File: config.mk
export PLATFORM = sky130hd
export DESIGN_NAME = if_id_queue
export DESIGN_NICKNAME = d
export VERILOG_FILES = /design/src/rtl/if_id_queue.sv
export SDC_FILE = /design/constraint.sdc
export NUM_CORES = 1
export LEC_CHECK = 0
export BUFFER_PORTS_ARGS = -buffer_cell sky130_fd_sc_hd__buf_2
export CAP_MARGIN = 10
export CORE_MARGIN = 4
export CORE_UTILIZATION = 49
export CTS_BUF_LIST = sky130_fd_sc_hd__clkbuf_4
export CTS_CLUSTER_SIZE = 12
export DETAILED_ROUTE_END_ITERATION = 16
export GPL_TIMING_DRIVEN = 0
export PLACE_DENSITY = 0.78
export SLEW_MARGIN = 25
export SYNTH_ARGS = -nofsm -noshare
export SYNTH_HDL_FRONTEND = slang
export SYNTH_SLANG_ARGS = --single-unit
File: constraint.sdc
create_clock -name clk -period 6 [get_ports clk]
set_input_delay 0.3 -clock clk [delete_from_list [all_inputs] [get_ports clk]]
set_output_delay 0.3 -clock clk [all_outputs]
set_load 0.05 [all_outputs]
File: src/rtl/if_id_queue.sv
// IF/ID pipeline queue: a small FIFO of {pc, instr} pairs between fetch and decode.
// Handshakes come from registered occupancy only, so there is no ready/valid path through the queue.
module if_id_queue #(
    parameter int DEPTH = 2,
    parameter int XLEN  = 32
) (
    input  logic                     clk,
    input  logic                     rst,
    input  logic                     flush,
    input  logic                     if_valid,
    input  logic [XLEN-1:0]          if_pc,
    input  logic [XLEN-1:0]          if_instr,
    output logic                     if_ready,
    output logic                     id_valid,
    input  logic                     id_ready,
    output logic [XLEN-1:0]          id_pc,
    output logic [XLEN-1:0]          id_instr,
    output logic [$clog2(DEPTH):0]   count
);

    localparam int PW = $clog2(DEPTH);
    localparam int CW = PW + 1;
    localparam logic [XLEN-1:0] NOP = XLEN'(32'h0000_0013);

    logic [PW-1:0]   wr_ptr_q, wr_ptr_d;
    logic [PW-1:0]   rd_ptr_q, rd_ptr_d;
    logic [CW-1:0]   count_q, count_d;
    logic [XLEN-1:0] pc_mem_q    [DEPTH];
    logic [XLEN-1:0] pc_mem_d    [DEPTH];
    logic [XLEN-1:0] instr_mem_q [DEPTH];
    logic [XLEN-1:0] instr_mem_d [DEPTH];

    logic push;
    logic pop;

    assign if_ready = (count_q < CW'(DEPTH));
    assign id_valid = (count_q != '0);
    assign count    = count_q;
    assign push     = if_valid & if_ready;
    assign pop      = id_valid & id_ready;

    // Empty queue presents a NOP at pc 0 so decode never sees stale storage.
    assign id_pc    = id_valid ? pc_mem_q[rd_ptr_q]    : '0;
    assign id_instr = id_valid ? instr_mem_q[rd_ptr_q] : NOP;

    always_comb begin
        wr_ptr_d    = wr_ptr_q;
        rd_ptr_d    = rd_ptr_q;
        count_d     = count_q;
        pc_mem_d    = pc_mem_q;
        instr_mem_d = instr_mem_q;

        if (flush) begin
            wr_ptr_d = '0;
            rd_ptr_d = '0;
            count_d  = '0;
        end else begin
            if (push) begin
                pc_mem_d[wr_ptr_q]    = if_pc;
                instr_mem_d[wr_ptr_q] = if_instr;
                wr_ptr_d              = wr_ptr_q + PW'(1);
            end
            if (pop) begin
                rd_ptr_d = rd_ptr_q + PW'(1);
            end
            case ({push, pop})
                2'b10:   count_d = count_q + CW'(1);
                2'b01:   count_d = count_q - CW'(1);
                default: count_d = count_q;
            endcase
        end
    end

    always_ff @(posedge clk) begin
        if (rst) begin
            wr_ptr_q <= '0;
            rd_ptr_q <= '0;
            count_q  <= '0;
        end else begin
            wr_ptr_q <= wr_ptr_d;
            rd_ptr_q <= rd_ptr_d;
            count_q  <= count_d;
        end
    end

    // Storage is deliberately left out of reset; occupancy alone decides what is visible.
    always_ff @(posedge clk) begin
        pc_mem_q    <= pc_mem_d;
        instr_mem_q <= instr_mem_d;
    end

endmodule

==> impl_metrics.env, run 1 <==
export IMPL_vias=3203
export IMPL_dp_hpwl_um=6710
export IMPL_io_buffers=136
export IMPL_syn_nets=362
export IMPL_status="finished, final reports clean"
export IMPL_gp_congestion=0.713
export IMPL_grt_overflow=0
export IMPL_start_util=0.506
export IMPL_grt_pass1_wl_um=16200
export IMPL_maxCapViolCount=0
export IMPL_slew_headroom=0.481
export IMPL_antenna_found_initial=0
export IMPL_ys_warnings_count=0
export IMPL_path_buf_inv=2
export IMPL_path_depth=4
export IMPL_ir_worst_vdd_v=0.000172
export IMPL_hp_start="flush"
export IMPL_p_leak_nw=2.64
export IMPL_die_area_mm2=0.0119
export IMPL_dr_pass1_iters=4
export IMPL_ff2ff_path_depth=6
export IMPL_fin_skew_ns=0.0170
export IMPL_ant_nets=0
export IMPL_post_drt_wl_per_cell_um=16.0
export IMPL_crit_path_end_kind="output port"
export IMPL_tightest_slew_ns=0.776
export IMPL_dp_worst_setup_slack_ns=3.77
export IMPL_drive_above_1_share=0.349
export IMPL_multi_input_area_mm2=0.00101
export IMPL_cts_max_level=4
export IMPL_totalPowerFinal_mw=1.83
export IMPL_path_max_fanout=10
export IMPL_row_count=36
export IMPL_clk_pin_slew_ns=0.11
export IMPL_min_period_over_period=0.442
export IMPL_cts_resized_gates=0
export IMPL_cp_required_ns=5.70
export IMPL_syn_inst=292
export IMPL_first_iter_violations=140
export IMPL_clock_sinks=132
export IMPL_hold_viol=0
export IMPL_syn2layout_area_growth_pct=37.7
export IMPL_synth_top_area_cell="edfxtp_1"
export IMPL_grt_usage=0.188
export IMPL_setup_viol=0
export IMPL_fin_ws_ns=3.35
export IMPL_timing_critical_path_mode_cell="nor2_1"
export IMPL_synth_cell_types=18
export IMPL_die_w_um=109
export IMPL_cts_buffers=17
export IMPL_critPathMaxStageDelay_ns=0.62
export IMPL_ys_ff_latch=132
export IMPL_powerDensity_mw_per_mm2=265
export IMPL_cp_top_family="simple AND/OR/NAND/NOR gates"
export IMPL_fmax_mhz=377
export IMPL_antenna_cells=0
export IMPL_worstSetupPathType="flip-flop to output port"
export IMPL_num_fill_cells=644
export IMPL_root_buffer="clkbuf_4"
export IMPL_critPathLaunchType="flip-flop"
export IMPL_cts_tree="yes"
export IMPL_core_area_mm2=0.00986
export IMPL_synth_top_area_share=0.770
export IMPL_cts_hold_buf=65
export IMPL_rsz0062_at_grt="false"
export IMPL_routed_wl_um=10700
export IMPL_ios=137
export IMPL_hold_class="primary input to flip-flop"
export IMPL_grt_max_degree=17
export IMPL_cts_setup_buffers=0
export IMPL_die_h_um=109
export IMPL_ys_top_cells_by_area="edfxtp_1 (77%), mux2i_1 (13%), nor2_1 (4.7%)"
export IMPL_insertion_delay_ns=0.52
export IMPL_syn_cell_area_mm2=0.00499
export IMPL_seq_area_frac_synth=0.786
export IMPL_slew_violations=0
export IMPL_slowest_stage="nor2_1"
export IMPL_fin_nets=596
export IMPL_synth_avg_cell_area_um2=17.1
export IMPL_crit_path_start="count[1]"
export IMPL_route_detailed_drc=0
export IMPL_min_period_ns=2.65
export IMPL_cts_buffer_depth=2
export IMPL_seq_area_mm2=0.00392
export IMPL_worstPathCellList="nor2_1 > clkbuf_1 > nor2_1 > buf_2"
export IMPL_r2r_start="count[1]"
export IMPL_cp_arrival_ns=2.35
export IMPL_whs_path_depth=2
export IMPL_drt_vias_per_instance=4.77
export IMPL_grt_pass1_vias=3430
## path summary, 6_finish.rpt
| kind | endpoint | slack [ns] |
|---|---|---|
| hold reg to reg | count[1] | 0.56 |
| setup / recovery | id_instr[10] | 3.35 |
| hold / removal | count[1] | 0.05 |
| setup reg to reg | instr_mem_q[53] | 3.77 |
## cell usage in the layout (no fill, tap or decap)
cell type	count
edfxtp_1	128
clkinv_2	6
xor2_1	3
mux2i_1	64
clkinv_1	2
xnor2_1	1
inv_1	3
buf_6	2
bufinv_16	1
dfxtp_1	4
dlygate4sd3_1	65
clkbuf_4	19
o21ai_0	2
clkinvlp_4	2
nand2_1	3
or3_1	1
buf_8	3
nor2_1	62
nand2b_1	1
a211oi_1	1
buf_2	138
nor3_1	3
nor3b_4	1
buf_4	14
clkbuf_1	6
clkinv_4	1
nor3_2	1
ha_1	1
## per-stage QoR
step	std cells	area [um^2]	hold slack, ns	utilization	TNS, ns
after floorplan	292	5000	0.373	-	0
after global placement	561	5850	0.487	0.593	-116.82
after detailed placement	575	5990	0.491	0.608	0
after CTS	671	6880	0.000452	0.697	0
after global routing	671	6880	0.000789	0.697	0
final	671	6880	0.0485	0.697	0
## state kept, by name, indices dropped and copies added (netlist names)
signal	count
wr_ptr_q	1
count	2
pc_mem_q	64
instr_mem_q	64
rd_ptr_q	1
## where the power goes
part           total, mW  switching [mW]  leakage (nW)  internal (mW)
logic              0.265           0.174          1.30         0.0902
registers           1.05         0.00757          1.21           1.04
clock network      0.511           0.306         0.133          0.205
## cell families after synthesis
| family | count (synthesis) | share of synthesized area |
|---|---|---|
| mux | 64 | 0.128 |
| flops | 132 | 0.786 |
| buf+inv | 16 | 0.0163 |
| fa+ha+maj | 1 | 0.00250 |
| xor+xnor | 4 | 0.00702 |
| simple gates | 72 | 0.0569 |
| compound gates | 3 | 0.00351 |
## Yosys cell counts
master,instances
mux2i_1,64
ha_1,1
xnor2_1,1
dfxtp_1,4
nand2b_1,1
o21ai_0,2
edfxtp_1,128
nor2_1,62
nor3_1,4
xor2_1,3
nor3b_1,1
a211oi_1,1
clkbuf_1,6
buf_2,2
or3_1,1
inv_1,3
nand2_1,3
buf_4,5
## area by class of cell
cell class	count	share of cell area
Buffer	13	0.0102
Clock inverter	12	0.0133
Timing Repair Buffer	215	0.213
Tap cell	133	0.0242
Sequential cell	132	0.570
Multi-Input combinational cell	144	0.146
Inverter	3	0.00164
Clock buffer	19	0.0207
## layer usage
metal	share of wire	up-vias	routed length, um	track usage
met5	0	-	0	0
li1	-	1554	-	-
met3	0.057	22	611	0.0562
met4	0.021	0	230	0.0821
met2	0.52	107	5590	0.332
met1	0.40	1520	4270	0.210
## worst register-to-register path: cells and delay by family (launching register included)
family	cells	cell delay (ns)
AND/OR/NAND/NOR	2	0.76
flip-flops	1	0.37
buffers and inverters	4	0.80
No activity file was read; power rests on OpenSTA's default activity.
==> run 2, diff against run 1 <==
Settings changed: CORE_UTILIZATION 49 to 50, PLACE_DENSITY 0.78 to 0.77.
Clock period 6 ns to 2.5 ns, I/O delays scaled along.
==> impl_metrics.env, run 2 (same netlist as run 1, synthesis figures left out) <==
export IMPL_cts_buffer_depth=2
export IMPL_dp_worst_setup_slack_ns=0.594
export IMPL_maxCapViolCount=0
export IMPL_die_area_mm2=0.0117
export IMPL_route_detailed_drc=0
export IMPL_tightest_slew_ns=0.473
export IMPL_first_iter_violations=134
export IMPL_most_common_layout_cells="buf_2 (138), edfxtp_1 (128), dlygate4sd3_1 (67)"
export IMPL_die_h_um=108
export IMPL_utilization=0.716
export IMPL_ios=137
export IMPL_slew_violations=0
export IMPL_totalPowerFinal_mw=4.55
export IMPL_fin_skew_ns=0.0211
export IMPL_p_leak_nw=2.66
export IMPL_drive_above_1_share=0.354
export IMPL_antenna_cells=0
export IMPL_cp_required_ns=2.94
export IMPL_clk_pin_slew_ns=0.12
export IMPL_dp_hpwl_um=6600
export IMPL_cp_arrival_ns=2.72
export IMPL_row_count=36
export IMPL_slew_headroom=0.685
export IMPL_fin_ws_ns=0.220
export IMPL_grt_max_degree=17
export IMPL_rsz0062_at_grt="false"
export IMPL_powerDensity_mw_per_mm2=653
export IMPL_min_period_ns=2.28
export IMPL_fmax_mhz=439
export IMPL_ff2ff_path_depth=6
export IMPL_dr_pass1_iters=4
export IMPL_dp_cells=571
export IMPL_path_max_fanout=7
export IMPL_post_drt_wl_per_cell_um=15.9
export IMPL_io_buffers=136
export IMPL_cts_buffers=17
export IMPL_gp_congestion=0.684
export IMPL_hold_viol=0
export IMPL_insertion_delay_ns=0.49
export IMPL_crit_path_end_kind="flip-flop"
export IMPL_grt_usage=0.189
export IMPL_setup_viol=0
export IMPL_fin_nets=594
export IMPL_grt_pass1_wl_um=16600
export IMPL_worstSetupPathType="flip-flop to flip-flop"
export IMPL_placed_cell_area_mm2=0.00601
export IMPL_status="finished, final reports clean"
export IMPL_syn2layout_area_growth_pct=39.6
export IMPL_start_util=0.513
export IMPL_root_buffer="clkbuf_4"
export IMPL_routed_wl_um=10700
export IMPL_num_fill_cells=657
export IMPL_ir_worst_vdd_v=0.000475
export IMPL_antenna_found_initial=0
export IMPL_finalNonFillerCells=670
export IMPL_ant_nets=0
export IMPL_cts_max_level=4
export IMPL_final_common_cell="buf_2"
export IMPL_die_w_um=108
export IMPL_final_area_mm2=0.00697
export IMPL_hold_class="primary input to flip-flop"
export IMPL_core_area_mm2=0.00973
export IMPL_hold_slack_ns=0.0504
export IMPL_grt_overflow=0
export IMPL_drt_vias_per_instance=4.84
export IMPL_min_period_over_period=0.912
export IMPL_critPathLaunchType="flip-flop"
export IMPL_whs_path_depth=4
export IMPL_cts_tree="yes"
export IMPL_vias=3243
export IMPL_grt_pass1_vias=3533
export IMPL_cts_setup_buffers=0
export IMPL_tns_ns=0
export IMPL_clock_sinks=132
run 2: cell count changes in the layout (fill, tap and decap cells not counted), sizes merged:
cell	delta
buf	-4
bufinv	+1
clkbuf	-1
clkinv	-2
dlygate4sd3	+2
inv	+3
run 2: worst paths after layout:
| check | from | end | slack [ns] |
|---|---|---|---|
| hold / removal | id_ready | rd_ptr_q | 0.05 |
| setup / recovery | count[1] | count[1] | 0.22 |
| setup reg to reg | count[1] | count[1] | 0.22 |
| hold reg to reg | wr_ptr_q | wr_ptr_q | 0.63 |
run 2: layer usage:
| metal | up-vias | share of wire | global-route usage |
|---|---|---|---|
| li1 | 1550 | - | - |
| met1 | 1579 | 0.38 | 0.208 |
| met2 | 102 | 0.56 | 0.357 |
| met3 | 12 | 0.048 | 0.0490 |
| met4 | 0 | 0.012 | 0.0577 |
| met5 | - | 0 | 0 |
run 2: where the power goes:
group	total (mW)	leakage [nW]	internal, mW	switching [mW]
registers	2.52	1.21	2.50	0.0197
clock network	1.39	0.153	0.615	0.774
logic	0.639	1.30	0.220	0.419
run 2: what timing repair did:
action,in CTS,in global routing
hold endpoints to repair,132,0
gates resized for setup,0,2
hold buffers,67,0
endpoints found under the setup margin,0,61
run 2: layout make-up:
type / count / area (um^2) / area share
buffer: 13 / 70.1 / 0.0101
clock buffer: 18 / 135 / 0.0194
clock inverter: 14 / 151 / 0.0217
inverter: 3 / 11.3 / 0.00162
multi-input combinational: 144 / 1020 / 0.147
sequential: 132 / 3930 / 0.563
tap: 133 / 166 / 0.0239
timing repair buffer: 213 / 1490 / 0.213
run 2: critical path, cell delays in order, from the launching register on:
cell,delay (ns)
dfxtp_4,0.39
o21ai_1,0.23
inv_1,0.07
ha_1,0.31
or3_1,0.37
a211oi_1,0.27
dlygate4sd3_1,0.59
==> run 3, diff against run 2 <==
Clock period 2.5 ns to 2.15 ns, I/O delays scaled along.
==> impl_metrics.env, run 3 (same netlist as run 1, synthesis figures left out) <==
export IMPL_powerDensity_mw_per_mm2=759
export IMPL_min_period_over_period=0.923
export IMPL_most_common_layout_cells="buf_2 (137), edfxtp_1 (128), dlygate4sd3_1 (67)"
export IMPL_ir_worst_vdd_v=0.000553
export IMPL_rsz0062_at_grt="false"
export IMPL_gp_congestion=0.684
export IMPL_grt_overflow=0
export IMPL_tns_ns=0
export IMPL_ff2ff_path_depth=5
export IMPL_cp_endpoint="id_pc[24]"
export IMPL_hold_class="primary input to flip-flop"
export IMPL_r2r_start="count[1]"
export IMPL_core_area_mm2=0.00973
export IMPL_antenna_found_initial=0
export IMPL_clock_sinks=132
export IMPL_vias=3254
export IMPL_first_iter_violations=154
export IMPL_cts_max_level=4
export IMPL_dr_pass1_iters=5
export IMPL_die_area_mm2=0.0117
export IMPL_combPwrFrac=0.141
export IMPL_grt_pass1_vias=3522
export IMPL_root_buffer="clkbuf_4"
export IMPL_p_int_mw=3.88
export IMPL_io_buffers=136
export IMPL_syn2layout_area_growth_pct=39.9
export IMPL_cts_setup_buffers=0
export IMPL_slew_headroom=0.709
export IMPL_slew_violations=0
export IMPL_p_seq_frac=0.553
export IMPL_cts_buffer_depth=2
export IMPL_post_drt_wl_per_cell_um=16.0
export IMPL_insertion_delay_ns=0.49
export IMPL_clk_pin_slew_ns=0.12
export IMPL_tightest_slew_ns=0.436
export IMPL_setup_viol=0
export IMPL_ios=137
export IMPL_drt_vias_per_instance=4.86
export IMPL_cts_tree="yes"
export IMPL_ant_nets=0
export IMPL_final_common_cell="buf_2"
export IMPL_grt_usage=0.189
export IMPL_cts_buffers=17
export IMPL_fmax_mhz=504
export IMPL_p_leak_nw=2.68
export IMPL_maxCapViolCount=0
export IMPL_rrSetupSlack_ns=0.32
export IMPL_critPathLaunchType="flip-flop"
export IMPL_route_detailed_drc=0
export IMPL_routed_wl_um=10700
export IMPL_antenna_cells=0
export IMPL_fin_nets=594
export IMPL_switchingPower_mw=1.42
export IMPL_dp_hpwl_um=6600
export IMPL_grt_pass1_wl_um=16600
export IMPL_worstSetupPathType="flip-flop to output port"
export IMPL_min_period_ns=1.98
export IMPL_status="finished, final reports clean"
export IMPL_dp_worst_setup_slack_ns=0.262
export IMPL_crit_path_end_kind="output port"
export IMPL_cp_arrival_ns=1.88
export IMPL_fin_ws_ns=0.166
export IMPL_start_util=0.513
export IMPL_path_max_fanout=10
export IMPL_p_sw_frac=0.268
export IMPL_p_clk_frac=0.306
export IMPL_die_h_um=108
export IMPL_r2r_end="count[1]"
export IMPL_crit_path_start="rd_ptr_q"
export IMPL_fin_skew_ns=0.0217
export IMPL_row_count=36
export IMPL_grt_max_degree=17
export IMPL_die_w_um=108
export IMPL_cp_required_ns=2.04
export IMPL_hold_viol=0
export IMPL_drive_above_1_share=0.365
==> run 3: worst min-delay path by stage <==
| stage | from | end | slack [ns] | cells past startpoint |
|---|---|---|---|---|
| detailed placement | if_instr[26] | instr_mem_q[26] | 0.30 | 1 |
| finish | if_valid | instr_mem_q[63] | 0.09 | 3 |
| global placement | if_pc[5] | pc_mem_q[5] | 0.29 | 1 |
| CTS | if_valid | instr_mem_q[63] | 0.05 | 3 |
| global route | if_valid | instr_mem_q[63] | 0.04 | 3 |
| floorplan | rst | count[1] | 0.17 | 1 |
==> run 3: worst max-delay path, cell delays in order (launching register included) <==
cell      delay (ns)
dfxtp_1         0.34
clkbuf_4        0.25
buf_4           0.25
mux2i_1         0.24
nor2_1          0.07
buf_2           0.22
==> run 3: power by group through the flow <==
stage	sequential (mW)	combinational, mW	clock [mW]
after global placement	2.99	0.609	0
final	2.93	0.749	1.62
after CTS	2.93	0.744	1.66
after global routing	2.94	0.798	1.79
after detailed placement	2.99	0.645	0
after floorplan	2.99	0.417	0
==> run 3: timing repair <==
action                                  CTS  global route
resized for setup                         7             2
hold buffers                             67             0
hold endpoints to repair                132             0
endpoints found under the setup margin   63            62
==> run 3: layout make-up <==
class,instances,area [um^2]
Inverter,3,11.3
Tap cell,133,166
Clock inverter,14,151
Buffer,13,80.1
Multi-Input combinational cell,144,1030
Sequential cell,132,3930
Clock buffer,18,135
Timing Repair Buffer,213,1490
Fill cell,655,2740
==> run 3: metal layers <==
| metal | part of all wire | vias up | track usage | wire length [um] |
|---|---|---|---|---|
| met4 | 0.012 | 0 | 0.0577 | 132 |
| met5 | 0 | - | 0 | 0 |
| met2 | 0.55 | 118 | 0.354 | 5910 |
| met1 | 0.38 | 1573 | 0.211 | 4120 |
| met3 | 0.050 | 11 | 0.0484 | 539 |
| li1 | - | 1552 | - | - |
==> run 3: metrics by stage <==
| step | hold WS, ns | instance area [um^2] | instances | total power, mW | util |
|---|---|---|---|---|---|
| detailed placement | 0.298 | 6010 | 571 | 3.63 | 0.618 |
| global route | 0.0399 | 6990 | 670 | 5.53 | 0.718 |
| finish | 0.0878 | 6990 | 670 | 5.30 | 0.718 |
| global placement | 0.294 | 5880 | 561 | 3.60 | 0.604 |
| CTS | 0.0468 | 6980 | 670 | 5.34 | 0.717 |
| floorplan | 0.171 | 5030 | 292 | 3.41 | - |
